[src/rtl/sel_mux_pkg.sv]
// Shared constants and select classification for the N-way selector pipeline.
package sel_mux_pkg;

  localparam int DEF_WIDTH  = 8;
  localparam int DEF_NUM_IN = 3;
  localparam int DEF_CNT_W  = 8;

  // Widest select vector the classifier accepts (NUM_IN-1 must not exceed it).
  localparam int MAX_SEL_W  = 32;

  typedef enum logic [1:0] {
    SEL_NONE,
    SEL_ONE,
    SEL_MULTI
  } sel_class_t;

  function automatic sel_class_t onehot_ok(input logic [MAX_SEL_W-1:0] sel);
    if (sel == '0) return SEL_NONE;
    // Clearing the lowest set bit leaves zero only when exactly one bit was set.
    if ((sel & (sel - 1'b1)) == '0) return SEL_ONE;
    return SEL_MULTI;
  endfunction

endpackage

[src/rtl/sel_onehot_decode.sv]
// Combinational select decode: one-hot select bits to a slot index plus a none/one/multi class.
module sel_onehot_decode
  import sel_mux_pkg::*;
#(
  parameter  int NUM_IN = DEF_NUM_IN,
  localparam int IDX_W  = $clog2(NUM_IN)
) (
  input  logic [NUM_IN-2:0] sel_i,
  output logic [IDX_W-1:0]  slot_idx_o,
  output sel_class_t        sel_class_o
);

  logic [MAX_SEL_W-1:0] sel_ext;

  // NOTE: every output of a combinational block gets a default before any
  // conditional assignment, otherwise synthesis infers a latch.
  always_comb begin
    sel_ext              = '0;
    sel_ext[NUM_IN-2:0]  = sel_i;
    slot_idx_o           = '0;
    for (int k = 1; k < NUM_IN; k++) begin
      if (sel_i[k-1]) slot_idx_o = slot_idx_o | IDX_W'(k);
    end
    sel_class_o = onehot_ok(sel_ext);
  end

endmodule

[src/rtl/sel_mux_pipe.sv]
// N-way W-bit selector with a valid/ready output register and a saturating conflict counter.
module sel_mux_pipe
  import sel_mux_pkg::*;
#(
  parameter int WIDTH  = DEF_WIDTH,
  parameter int NUM_IN = DEF_NUM_IN,
  parameter int CNT_W  = DEF_CNT_W
) (
  input  logic                    clk,
  input  logic                    rst,
  input  logic [NUM_IN*WIDTH-1:0] in_data,
  input  logic [NUM_IN-2:0]       sel,
  input  logic                    in_valid,
  output logic                    in_ready,
  output logic [WIDTH-1:0]        out_data,
  output logic                    out_valid,
  input  logic                    out_ready,
  output logic                    out_conflict,
  output logic [CNT_W-1:0]        conflict_cnt,
  input  logic                    cnt_clr
);

  localparam int              IDX_W   = $clog2(NUM_IN);
  localparam logic [CNT_W-1:0] CNT_MAX = '1;

  logic [IDX_W-1:0] slot_idx;
  sel_class_t       sel_class;
  logic [WIDTH-1:0] mux_data;
  logic             mux_conflict;
  logic             accept;

  logic             valid_q,    valid_d;
  logic [WIDTH-1:0] data_q,     data_d;
  logic             conflict_q, conflict_d;
  logic [CNT_W-1:0] cnt_q,      cnt_d;

  sel_onehot_decode #(.NUM_IN(NUM_IN)) u_decode (
    .sel_i       (sel),
    .slot_idx_o  (slot_idx),
    .sel_class_o (sel_class)
  );

  // AND-OR mux; a conflict masks every slot so the data goes to zero.
  always_comb begin
    mux_conflict = (sel_class == SEL_MULTI);
    mux_data     = '0;
    for (int k = 0; k < NUM_IN; k++) begin
      mux_data = mux_data |
        (in_data[k*WIDTH +: WIDTH] & {WIDTH{(slot_idx == IDX_W'(k)) && !mux_conflict}});
    end
  end

  assign in_ready = !valid_q || out_ready;
  assign accept   = in_valid && in_ready;

  always_comb begin
    valid_d    = valid_q;
    data_d     = data_q;
    conflict_d = conflict_q;
    cnt_d      = cnt_q;

    if (accept) begin
      valid_d    = 1'b1;
      data_d     = mux_data;
      conflict_d = mux_conflict;
    end else if (out_ready) begin
      valid_d    = 1'b0;
    end

    // Clear wins over a coincident conflict beat; the count sticks at all-ones.
    if (cnt_clr) begin
      cnt_d = '0;
    end else if (accept && mux_conflict && (cnt_q != CNT_MAX)) begin
      cnt_d = cnt_q + 1'b1;
    end
  end

  // NOTE: sequential state uses non-blocking assignments so every register
  // samples the pre-edge values regardless of statement order.
  always_ff @(posedge clk) begin
    if (rst) begin
      valid_q    <= 1'b0;
      data_q     <= '0;
      conflict_q <= 1'b0;
      cnt_q      <= '0;
    end else begin
      valid_q    <= valid_d;
      data_q     <= data_d;
      conflict_q <= conflict_d;
      cnt_q      <= cnt_d;
    end
  end

  assign out_valid    = valid_q;
  assign out_data     = data_q;
  assign out_conflict = conflict_q;
  assign conflict_cnt = cnt_q;

endmodule
[config.mk]
export PLATFORM = sky130hd
export DESIGN_NAME = sel_mux_pipe
export DESIGN_NICKNAME = d
export VERILOG_FILES = /design/src/rtl/sel_mux_pkg.sv /design/src/rtl/sel_onehot_decode.sv /design/src/rtl/sel_mux_pipe.sv
export SDC_FILE = /design/constraint.sdc
export NUM_CORES = 1
export LEC_CHECK = 0
export ABC_AREA = 0
export CORE_ASPECT_RATIO = 0.75
export CORE_UTILIZATION = 41
export DETAILED_ROUTE_END_ITERATION = 7
export GPL_TIMING_DRIVEN = 0
export HOLD_SLACK_MARGIN = 0.03
export PLACE_DENSITY = 0.83
export SLEW_MARGIN = 20
export SYNTH_ARGS = -nofsm -noshare
export SYNTH_HDL_FRONTEND = slang
export SYNTH_SLANG_ARGS = --single-unit
[constraint.sdc]
create_clock -name clk -period 3 [get_ports clk]
set_input_delay 0.9 -clock clk [delete_from_list [all_inputs] [get_ports clk]]
set_output_delay 0.9 -clock clk [all_outputs]
set_load 0.005 [all_outputs]
==> flow_metrics.py, run 1 <==
metrics = {
    "clocking": {
        "clock_latency_ns": 0.29,
        "clockRootBuffer": "clkbuf_4",
        "htreeDepth": 1,
        "cts_tree": "done",
        "cts-buffers-inserted": 3,
        "path_clk_slew_ns": 0.11,
        "cts.sink_count": 18,
        "clock_path_buffers": 2,
    },
    "pwr": {
        "switchingPower_uw": 125,
        "p_int_uw": 397,
        "p_leak_uw": 0.000555,
        "power_density_nw_per_um2": 347,
        "p_sw_frac": 0.240,
        "share_comb_of_total_power": 0.224,
        "p_seq_frac": 0.488,
        "vdd_ir_drop_max_uv": 255,
        "pwr-share-clk": 0.288,
    },
    "logic_synthesis": {
        "syn_inst": 116,
        "synth.avg_cell_area_um2": 8.22,
        "seq_area_frac_synth": 0.378,
        "synth_area_leaders": "dfxtp_1, a21oi_1, mux2i_1, nor2_1, a211oi_1",
        "yosysWarnings": 0,
        "synth-seq-cells": 18,
        "yosysTopAreaCellShare": 0.378,
        "synth_nets": 148,
        "synthesis.area_um2": 953,
        "synth_top_cell_by_area": "dfxtp_1",
        "synth_cell_types": 28,
    },
    "run_status": {
        "violations": "DRC",
        "status": "finished with violations",
    },
    "timing": {
        "slew_headroom": 0.669,
        "fmax_mhz": 344,
        "setup_violations": 0,
        "whs_ns": 0.501,
        "period_needed_ns": 2.91,
        "rsz0062_at_grt": "no",
        "tightest_slew_ns": 0.493,
        "drv_slew": 0,
        "skew_ns": 0.00610,
        "hold_viol_final": 0,
        "finalCritPeriodShare": 0.969,
    },
    "worst_setup_path": {
        "crit_required_ns": 2.10,
        "worst_path_largest_cell_delay_ns": 0.50,
        "cp.arrival_ns": 2.01,
        "cp_num_buf_inv": 3,
        "rr_startpoint": "out_valid",
        "critPathMaxFanout": 2,
        "crit_path_frequent_cell": "clkdlybuf4s50_1",
        "worst_setup_path_start_kind": "primary input",
        "critPathLaunch": "out_ready",
        "path_class": "primary input to output pin",
        "critPathCaptureType": "output pin",
        "slowest_stage": "clkdlybuf4s50_1",
        "cp_cell_sequence": "clkdlybuf4s50_1, nor2b_4, inv_1, clkdlybuf4s50_1",
        "cp_top_family": "buffers and inverters",
    },
    "detailed_routing": {
        "vias": 1050,
        "drc": 2,
        "drtIter0Drc": 43,
        "firstDrtPassIters": 6,
        "ant_nets": 0,
        "routed_via_density": 5.47,
        "wl_per_cell_um": 13.9,
        "wl_um": 2660,
    },
    "global_routing": {
        "grt_usage": 0.218,
        "grt_pass1_vias": 966,
        "globalRouteOverflowTotal": 0,
        "grt_pass1_wl_um": 4240,
        "antenna_found_initial": 0,
        "grt_max_degree": 11,
    },
    "die": {
        "rows": 14,
        "io_pins": 50,
        "dieArea_um2": 2520,
        "die_x_um": 57.7,
        "fp.dieH_um": 43.8,
        "coreArea_um2": 2100,
        "initial_core_util": 0.454,
    },
    "final_layout": {
        "layout_commonest_cell": "clkdlybuf4s50_1",
        "drive_above_1_share": 0.0833,
        "stdcell_count": 192,
        "area_growth_pct": 57.9,
        "layout_common_cells": "clkdlybuf4s50_1, nor2_1, dfxtp_1, a21oi_1",
        "antenna_cells": 0,
        "fin_util": 0.716,
        "finalNetCount": 201,
    },
    "placed_design": {
        "port_buffers": 47,
        "place_inst": 187,
        "gp_congestion": 0.786,
        "hpwl_um": 2100,
    },
    "worst_hold_path": {
        "min-delay-start": "out_conflict",
        "hp-class": "flop to flop",
    },
    "run": {
        "maxCapViolCount": 0,
    },
}
-- power groups by stage --
stage	clock, µW	sequential [µW]	combinational (µW)
6_report	150	255	117
5_1_grt	161	256	126
4_1_cts	150	255	116
3_5_place_dp	0	260	115
3_3_place_gp	0	259	111
2_1_floorplan	0	261	46.7
-- Yosys cell counts, drive strengths merged --
library cell,n
nand4,3
a21oi,17
ha,1
or4,3
nor2,21
clkbuf,4
o21ai,3
nand3,4
dfxtp,18
nor3,3
inv,2
nor4bb,1
mux2i,8
and4b,1
a31o,1
and2,1
or3,2
nor2b,1
o31ai,3
and2b,1
or2,2
nand2,4
nor4,1
a211oi,8
buf,3
-- logic make-up after synthesis --
family	count (synthesis)	synth area share
buffers and inverters	9	0.0617
multiplexers	8	0.0840
adder cells (fa/ha/maj)	1	0.0131
AND/OR/NAND/NOR	48	0.262
AO/OA/AOI/OAI	32	0.201
flip-flops	18	0.378
-- layout make-up --
class | count | area (µm²)
timing repair buffer | 48 | 478
clock buffer | 4 | 36.3
sequential | 18 | 360
tap | 24 | 30.0
buffer | 7 | 51.3
fill | 182 | 597
inverter | 2 | 7.51
multi-input combinational | 89 | 542
-- stage by stage --
step	total power [µW]	setup TNS, ns	cell area, µm²	worst slack [ns]
2_1_floorplan	307	0	953	0.776
3_3_place_gp	371	-0.0368	1450	-0.0368
3_5_place_dp	375	-0.0677	1450	-0.0677
4_1_cts	521	0	1490	0.0283
5_1_grt	544	0	1510	0.0421
6_report	522	0	1510	0.0924
-- sequential cells by signal, summed over array words and instances (netlist names) --
| name | cells |
|---|---|
| out_valid | 1 |
| conflict_cnt | 8 |
| out_conflict | 1 |
| out_data | 8 |
-- worst register-to-register path, delay by kind of cell (launching register included) --
kind / cells / cell delay, ns
AND/OR/NAND/NOR: 3 / 0.97
AO/OA/AOI/OAI: 1 / 0.15
buffers and inverters: 2 / 0.29
flip-flops: 1 / 0.33
-- timing repair --
item | 4_1_cts | 5_1_grt
hold buffers | 0 | 0
setup endpoints to repair | 1 | 1
setup buffers | 0 | 1
gates resized for setup | 1 | 1
-- routing by layer --
| layer | global-route usage | routed length [µm] | vias to the layer above |
|---|---|---|---|
| met2 | 0.402 | 1320 | 26 |
| met5 | 0 | 0 | - |
| met4 | 0.0429 | 21 | 0 |
| met3 | 0.0448 | 94 | 2 |
| li1 | - | - | 527 |
| met1 | 0.267 | 1220 | 495 |
-- worst paths after layout --
check / slack (ns) / to / depth (start not counted)
worst max register to register: 1.19 / conflict_cnt[5] / 6
worst max-delay path: 0.09 / in_ready / 4
worst min-delay path: 0.50 / out_conflict / 2
worst min register to register: 0.50 / out_conflict / 2
No activity file was read; power rests on OpenSTA's default activity.
==> inputs of run 2 (changes only) <==
clock period = 3.48 ns   (was 3 ns; I/O delays follow)
==> run 2 against run 1 <==
The run still ends with DRC left; sequential power down 14%; cell area down 0.83%; sequential cell count unchanged; largest cell class unchanged; die area unchanged; largest power group unchanged; non-clock buffer count down 1; worst hold slack better by 0.0023 ns; global-route usage unchanged; via count up 0.29%; routed wire length down 2.0%; total power down 14%; sequential share of layout area up 0.20 points; count of clock-buffer cells in the layout unchanged.
==> flow_metrics.py, run 2 (synthesis gave the netlist of run 1 again) <==
metrics = {
    "pwr": {
        "p_int_uw": 341,
        "pwr-share-clk": 0.286,
        "p_sw_frac": 0.237,
        "switchingPower_uw": 106,
        "vdd_ir_drop_max_uv": 215,
        "p_leak_uw": 0.000548,
        "power_density_nw_per_um2": 299,
        "p_seq_frac": 0.491,
        "share_comb_of_total_power": 0.222,
    },
    "detailed_routing": {
        "vias": 1053,
        "wl_um": 2610,
        "drc": 2,
        "drtIter0Drc": 47,
        "firstDrtPassIters": 7,
        "ant_nets": 0,
        "wl_per_cell_um": 13.7,
        "routed_via_density": 5.51,
    },
    "worst_setup_path": {
        "rr_worst_depth": 5,
        "r2r_end": "conflict_cnt[5]",
        "worst_setup_path_start_kind": "primary input",
        "critPathMaxFanout": 6,
        "path_class": "primary input to output pin",
        "slowest_stage": "clkdlybuf4s50_1",
        "crit_required_ns": 2.44,
        "crit_path_frequent_cell": "clkdlybuf4s50_1",
        "cp_cell_sequence": "clkdlybuf4s50_1, nor2b_2, inv_1, clkdlybuf4s50_1",
        "cp.arrival_ns": 2.21,
        "critPathCaptureType": "output pin",
        "rr_startpoint": "out_valid",
        "r2r_slack_ns": 1.75,
        "worst_path_largest_cell_delay_ns": 0.45,
    },
    "final_layout": {
        "area_growth_pct": 56.6,
        "stdcell_area_um2": 1490,
        "drive_above_1_share": 0.0778,
        "layout_common_cells": "clkdlybuf4s50_1, nor2_1, dfxtp_1, a21oi_1",
        "finalNetCount": 200,
        "antenna_cells": 0,
        "fin_util": 0.710,
        "layout_commonest_cell": "clkdlybuf4s50_1",
    },
    "global_routing": {
        "grt_max_degree": 11,
        "antenna_found_initial": 0,
        "globalRouteOverflowTotal": 0,
        "grt_pass1_vias": 966,
        "grt_usage": 0.218,
        "grt_pass1_wl_um": 4240,
    },
    "clocking": {
        "clock_latency_ns": 0.29,
        "ctsHoldBuffers": 0,
        "cts.sink_count": 18,
        "clock_path_buffers": 2,
        "path_clk_slew_ns": 0.11,
        "ctsResizeCount": 0,
        "htreeDepth": 1,
        "cts-buffers-inserted": 3,
        "post-cts-setup-buffer-count": 0,
        "cts_tree": "done",
        "clockRootBuffer": "clkbuf_4",
    },
    "timing": {
        "hold_viol_final": 0,
        "finalCritPeriodShare": 0.935,
        "setup_tns_ns": 0,
        "rsz0062_at_grt": "no",
        "whs_ns": 0.503,
        "tightest_slew_ns": 0.497,
        "drv_slew": 0,
        "setup_violations": 0,
        "period_needed_ns": 3.25,
        "fmax_mhz": 307,
        "setup_ws_ns": 0.225,
        "skew_ns": 0.00992,
        "slew_headroom": 0.666,
    },
    "die": {
        "fp.dieH_um": 43.8,
        "initial_core_util": 0.454,
        "io_pins": 50,
        "coreArea_um2": 2100,
        "rows": 14,
        "dieArea_um2": 2520,
        "die_x_um": 57.7,
    },
    "worst_hold_path": {
        "min-delay-start": "out_conflict",
        "min_to": "out_conflict",
        "hp-class": "flop to flop",
        "hold_depth": 2,
    },
    "run_status": {
        "status": "finished with violations",
        "violations": "DRC",
    },
    "placed_design": {
        "port_buffers": 47,
        "post_dp_cell_area_um2": 1450,
        "hpwl_um": 2100,
        "gp_congestion": 0.786,
        "post-place-ws_ns": 0.124,
    },
    "run": {
        "maxCapViolCount": 0,
    },
}
[run 2: cell types whose count changed in the layout (fill, tap and decap cells not counted)]
cell / previous run / this run
buf_4: 1 / 0
nor2b_2: 0 / 1
nor2b_4: 1 / 0
[run 2: worst max-delay path, delay by kind of cell]
family,cells,cell delay (ns)
buf+inv,3,0.95
simple gates,1,0.22
[run 2: layer usage]
metal  up-vias  track usage  part of all wire
met1       500        0.267              0.45
met5         -            0                 0
met4         0       0.0429            0.0073
met3         2       0.0448             0.042
li1        525            -                 -
met2        26        0.402              0.50
[run 2: cell type report]
| cell class | instances | area (µm²) |
|---|---|---|
| buffer | 7 | 51.3 |
| multi-input combinational | 89 | 537 |
| fill | 183 | 609 |
| inverter | 2 | 7.51 |
| sequential | 18 | 360 |
| timing repair buffer | 47 | 470 |
| clock buffer | 4 | 36.3 |
| tap | 24 | 30.0 |
[run 2: worst max path at each step]
stage,from,end,cells after the start
finish,out_ready,in_ready,4
global route,out_ready,in_ready,4
CTS,out_ready,in_ready,4
detailed placement,out_ready,in_ready,4
global placement,out_ready,in_ready,4
floorplan,out_ready,in_ready,2
[run 2: metrics by stage]
step | total power, µW | std cells
floorplan | 265 | 116
CTS | 448 | 191
global route | 467 | 191
detailed placement | 323 | 187
global placement | 320 | 187
finish | 446 | 191
[run 2: power groups by stage]
stage / Clock, µW / Combinational (µW) / Sequential (µW)
floorplan: 0 / 40.2 / 225
global placement: 0 / 96.0 / 224
detailed placement: 0 / 99.0 / 224
CTS: 129 / 99.5 / 220
global route: 139 / 107 / 221
finish: 128 / 99.1 / 219
==> inputs of run 3 (changes only) <==
TNS_END_PERCENT = 50   (was default)
==> results of run 3 <==
No change in the layout: final DEF, timing and power equal those of run 2.
